===== src/rtl/ssd_scan_ctrl.sv =====
// ssd_scan_ctrl: time-multiplexed seven-segment controller for common-anode
// displays. Holds a small per-digit register file (hex value, decimal point,
// blank flag), scans the digits one slot at a time and dims them with a PWM
// window taken from the top bits of the slot counter.
module ssd_scan_ctrl #(
  parameter int NUM_DIGITS   = 4,
  parameter int SEL_W        = 2,
  parameter int REFRESH_LOG2 = 17,
  parameter int BRIGHT_W     = 3
) (
  input  logic                  clk,
  input  logic                  reset,
  input  logic                  wr,
  input  logic [SEL_W-1:0]      sel,
  input  logic [3:0]            num,
  input  logic                  dp_in,
  input  logic                  blank_in,
  input  logic [BRIGHT_W-1:0]   brightness,
  output logic [NUM_DIGITS-1:0] anode,
  output logic [6:0]            cathode,
  output logic                  dp,
  output logic [SEL_W-1:0]      scan_idx
);

  localparam logic [SEL_W-1:0]      LAST_IDX = SEL_W'(NUM_DIGITS - 1);
  localparam logic [NUM_DIGITS-1:0] ONE_HOT0 = NUM_DIGITS'(1);

  logic [REFRESH_LOG2-1:0] cnt;
  logic                    slot_end;
  logic [BRIGHT_W-1:0]     phase;

  logic [3:0] val_q   [NUM_DIGITS];
  logic       dp_q    [NUM_DIGITS];
  logic       blank_q [NUM_DIGITS];

  logic [3:0] cur_val;
  logic       cur_dp;
  logic       cur_blank;
  logic       lit;
  logic [6:0] seg;
  logic       wr_ok;

  assign slot_end = &cnt;
  assign phase    = cnt[REFRESH_LOG2-1 -: BRIGHT_W];
  assign wr_ok    = wr && (int'(sel) < NUM_DIGITS);

  // Free-running slot counter; the digit index steps once per counter wrap.
  always_ff @(posedge clk) begin
    // NOTE: state registers use non-blocking assignments so every flop
    // samples pre-edge values, independent of always-block ordering.
    if (reset) begin
      cnt      <= '0;
      scan_idx <= '0;
    end else begin
      cnt <= cnt + 1'b1;
      if (slot_end) begin
        scan_idx <= (scan_idx == LAST_IDX) ? '0 : scan_idx + 1'b1;
      end
    end
  end

  // Register file: one entry per digit, written through the sel/wr port.
  always_ff @(posedge clk) begin
    // NOTE: this storage is a handful of flops rather than a RAM macro, so it
    // is reset explicitly; every digit must come up blank.
    if (reset) begin
      for (int i = 0; i < NUM_DIGITS; i++) begin
        val_q[i]   <= 4'h0;
        dp_q[i]    <= 1'b0;
        blank_q[i] <= 1'b1;
      end
    end else if (wr_ok) begin
      val_q[sel]   <= num;
      dp_q[sel]    <= dp_in;
      blank_q[sel] <= blank_in;
    end
  end

  assign cur_val   = val_q[scan_idx];
  assign cur_dp    = dp_q[scan_idx];
  assign cur_blank = blank_q[scan_idx];
  assign lit       = (phase <= brightness) && !cur_blank;

  // Hex to active-low {g,f,e,d,c,b,a} segment decode.
  always_comb begin
    // NOTE: the default assignment ahead of the case keeps this block free of
    // inferred latches even if an arm is ever removed.
    seg = 7'h7F;
    unique case (cur_val)
      4'h0: seg = 7'h40;
      4'h1: seg = 7'h79;
      4'h2: seg = 7'h24;
      4'h3: seg = 7'h30;
      4'h4: seg = 7'h19;
      4'h5: seg = 7'h12;
      4'h6: seg = 7'h02;
      4'h7: seg = 7'h78;
      4'h8: seg = 7'h00;
      4'h9: seg = 7'h10;
      4'hA: seg = 7'h08;
      4'hB: seg = 7'h03;
      4'hC: seg = 7'h46;
      4'hD: seg = 7'h21;
      4'hE: seg = 7'h06;
      4'hF: seg = 7'h0E;
      default: seg = 7'h7F;
    endcase
  end

  // Registered pin drive: anode, segments and dp are loaded together from the
  // same digit, so a digit change can never pair old segments with a new anode.
  always_ff @(posedge clk) begin
    if (reset) begin
      anode   <= '1;
      cathode <= 7'h7F;
      dp      <= 1'b1;
    end else if (lit) begin
      anode   <= ~(ONE_HOT0 << scan_idx);
      cathode <= seg;
      dp      <= ~cur_dp;
    end else begin
      anode   <= '1;
      cathode <= 7'h7F;
      dp      <= 1'b1;
    end
  end

endmodule


===== config.mk =====
export PLATFORM = sky130hd
export DESIGN_NAME = ssd_scan_ctrl
export DESIGN_NICKNAME = d
export VERILOG_FILES = /design/src/rtl/ssd_scan_ctrl.sv
export SDC_FILE = /design/constraint.sdc
export NUM_CORES = 1
export LEC_CHECK = 0
export CAP_MARGIN = 20
export CELL_PAD_IN_SITES_DETAIL_PLACEMENT = 0
export CELL_PAD_IN_SITES_GLOBAL_PLACEMENT = 1
export CORE_UTILIZATION = 25
export DETAILED_ROUTE_END_ITERATION = 12
export GPL_TIMING_DRIVEN = 0
export PLACE_DENSITY = 0.49
export SYNTH_ARGS = -nofsm -noshare
export SYNTH_HDL_FRONTEND = slang
export SYNTH_SLANG_ARGS = --single-unit

===== constraint.sdc =====
create_clock -name clk -period 3.3 [get_ports clk]
set_input_delay 0.99 -clock clk [delete_from_list [all_inputs] [get_ports clk]]
set_output_delay 0.99 -clock clk [all_outputs]
set_load 0.005 [all_outputs]

==> results.sh <==
export IMPL_yosys_register_bits=57
export IMPL_timing_critical_path_arrival_ns=2.75
export IMPL_floorplan_rows=37
export IMPL_startpoint_type="input pin"
export IMPL_first_pass_grt_wire_length_um=8820
export IMPL_hold_path_class="flip-flop to flip-flop"
export IMPL_drtAntennaViolNets=0
export IMPL_synth_distinct_cells=45
export IMPL_worst_path_largest_cell_delay_ns=0.82
export IMPL_antenna_diode_count=0
export IMPL_tritoncts="built"
export IMPL_yosysWarningCount=0
export IMPL_groute_usage_overall_pct=10.6
export IMPL_outcome="complete, no violations"
export IMPL_postCtsSetupRepairBufs=0
export IMPL_dr_first_iter_drc_count=73
export IMPL_synth_enable_flop_cells=21
export IMPL_finalClockSkew_ns=0.00854
export IMPL_rsz0062_at_grt="false"
export IMPL_top_level_ports=28
export IMPL_count_of_final_max_slew_check_failures=0
export IMPL_setup_violations_final=0
export IMPL_rrSetupSlack_ns=0.94
export IMPL_timing_reg2reg_worst_path_depth=8
export IMPL_clock_pin_slew_on_the_worst_setup_and_hold_paths_ns=0.06
export IMPL_fp_dieArea_mm2=0.0111
export IMPL_final_layout_size_suffix_gt1_share_pct=12.5
export IMPL_static_leakage_nw=1.17
export IMPL_critical_path_cell_chain="clkdlybuf4s50_1 > nand2b_1 > nor3b_1 > or2_2"
export IMPL_syn2layout_area_growth_pct=22.6
export IMPL_powerDensity_mw_per_mm2=443
export IMPL_clkSinkCount=57
export IMPL_last_weighted_congestion_value_of_the_routability_driven_placer=0.702
export IMPL_top_reg_cell_synth="dfxtp_1"
export IMPL_area_taken_by_flip_flops_and_latches_mm2=0.00135
export IMPL_antenna_found_initial=0
export IMPL_number_of_cells_upsized_or_downsized_after_cts=0
export IMPL_worst_setup_path_type="input pin to flip-flop"
export IMPL_initial_utilization_pct=25.8
export IMPL_die_height_um=105
export IMPL_numPortBuffers=27
export IMPL_coreArea_mm2=0.0104
export IMPL_yosysSeqAreaShare_pct=50.5
export IMPL_synth_nets=275
export IMPL_period_minus_ws_final_ns=2.73
export IMPL_max_slew_margin_pct=32.7
export IMPL_critical_path_cell_count=4
export IMPL_final_nets=313
export IMPL_grt_pass1_vias=1779
export IMPL_clock_tree_root_cell="clkbuf_8"
export IMPL_mappedNetlistArea_mm2=0.00268
export IMPL_postRouteWirelength_um=5350
export IMPL_cts_buffers=9
export IMPL_worstPathRequired_ns=3.33
export IMPL_cp_startpoint="wr"
export IMPL_ir_worst_vdd_v=0.000157
export IMPL_cts_hold_repair_buffers=0
export IMPL_timing_worst_slew_pin_value_ns=1.01
export IMPL_syn_mean_instance_area_um2=10.9
export IMPL_clkLatencyLatePin_ns=0.33
export IMPL_htree_levels=3
export IMPL_critical_path_reg2reg_endpoint="cathode[0]"
export IMPL_wl_per_cell_um=12.6
export IMPL_route_vias_total=1767
export IMPL_finalHoldViolCount=0
export IMPL_async_reset_ff_share_pct=0
export IMPL_netlist_instances=246
export IMPL_maxClockFrequency_mhz=367
export IMPL_multiInputGateArea_mm2=0.00123
export IMPL_tns_ns=0
export IMPL_crit_buf_inv=1
export IMPL_grt_max_degree=11
export IMPL_period_share_pct=82.7
export IMPL_timing_max_cap_violations=0
export IMPL_crit_end="val_q[1][0]"
export IMPL_grt_overflow_total=0
export IMPL_critical_path_top_delay_family="simple AND/OR/NAND/NOR gates"
export IMPL_fillCellCount=1095
export IMPL_post_layout_total_power_mw=1.46
export IMPL_critPathMaxFanout=8
export IMPL_drtPass1Iterations=4
export IMPL_drt_vias_per_instance=4.16
export IMPL_critical_path_endpoint_type="flip-flop"
export IMPL_dpl_hpwl_um=3740
export IMPL_worst_path_max_delay_cell="nor3b_1"
export IMPL_detail_route_drc_violations=0
export IMPL_fp_dieW_um=105
export IMPL_cts_max_path_buffers=2
routing by layer:
metal	global-route usage, %	routed length, um	vias to the layer above	part of all wire [%]
met5	0	0	-	0
met3	3.53	222	9	4.2
met4	5.06	98	0	1.8
li1	-	-	934	-
met2	15.6	2160	38	40
met1	13.9	2870	786	54
worst reg2reg max path: cells and delay by family, from the launching register on:
family	cells	cell delay (ns)
and+or+nand+nor	1	0.08
muxes	1	0.61
buffers and inverters	3	0.58
adders and majority gates	1	0.29
DFF	1	0.31
AOI/OAI and AO/OA	2	0.44
synthesized netlist by cell type, types with 2 or more instances:
cell	instances	share of area (%)
a21oi_1	6	1.1
nor3b_1	4	1.1
o211ai_1	3	0.84
dfxtp_1	36	27
o21ai_0	11	2.1
o221ai_1	3	0.98
or3_1	2	0.47
or2_2	3	0.70
inv_1	12	1.7
and2_1	21	4.9
nor2_1	20	2.8
nand2_1	19	2.7
nor3_1	3	0.56
clkbuf_1	2	0.28
edfxtp_1	21	24
buf_2	3	0.56
mux2i_1	4	1.5
buf_4	2	0.56
xor2_1	9	2.9
nand2b_1	2	0.47
xnor2_1	7	2.3
nand4_1	3	0.70
nand3_1	5	0.93
ha_1	15	7.0
mux4_2	6	5.0
nor2b_1	5	1.2
flip-flops by register name, summed over array words and instances (netlist names), named ones only:
name      flops
dp_q          4
cnt          17
cathode       7
anode         4
dp            1
blank_q       4
val_q        16
scan_idx      2
stage by stage:
stage / cell area (um2) / std cells / setup WS, ns / hold WS [ns] / utilization (%)
floorplan: 2680 / 246 / 1.12 / 0.413 / -
global placement: 3120 / 409 / 0.259 / 0.422 / 30.1
detailed placement: 3120 / 409 / 0.215 / 0.433 / 30.1
CTS: 3280 / 425 / 0.574 / 0.450 / 31.7
global route: 3280 / 425 / 0.412 / 0.456 / 31.7
finish: 3280 / 425 / 0.572 / 0.445 / 31.7
where the power goes:
part / internal (mW) / switching (mW) / leakage (nW)
Combinational: 0.0592 / 0.0612 / 0.584
Sequential: 0.758 / 0.0144 / 0.496
Clock: 0.288 / 0.275 / 0.0899
Total: 1.11 / 0.351 / 1.17
cells in the final DEF, fill, tap and decap left out, drive strengths merged, types with 5 or more instances in the layout:
cell | netlist | routed
clkbuf | 2 | 14
clkdlybuf4s50 | 0 | 27
mux4 | 6 | 6
nor2 | 20 | 20
a21oi | 6 | 6
edfxtp | 21 | 21
o21ai | 12 | 12
buf | 7 | 7
and2 | 22 | 22
dfxtp | 36 | 36
xnor2 | 7 | 7
ha | 15 | 15
nor2b | 5 | 5
inv | 12 | 12
xor2 | 9 | 9
nand2 | 19 | 19
nand3 | 6 | 6
worst min-delay path by stage:
stage / startpoint / to / cells after the start
floorplan: cnt[0] / cnt[0] / 1
global placement: cnt[0] / cnt[0] / 1
detailed placement: cnt[0] / cnt[0] / 1
CTS: cnt[0] / cnt[0] / 1
global route: cnt[0] / cnt[0] / 1
finish: cnt[0] / cnt[0] / 1
final cells by class:
class                   instances  area share, %
multi-input cells             168           37.4
flip-flops and latches         57           41.2
plain buffers                   9           1.60
inverters                      12           1.37
clock buffers                  12           4.42
clock inverters                 4          0.610
well taps                     136           5.18
repair buffers                 27           8.23
cells by family after synthesis:
group	count (synthesis)	share of synthesized area, %
AO/OA/AOI/OAI	29	6.78
XOR/XNOR	16	5.23
adder cells (fa/ha/maj)	15	7.01
buffers and inverters	21	3.64
flip-flops	57	50.5
multiplexers	11	6.96
AND/OR/NAND/NOR	97	19.9
(Power assumes the default switching activity.)
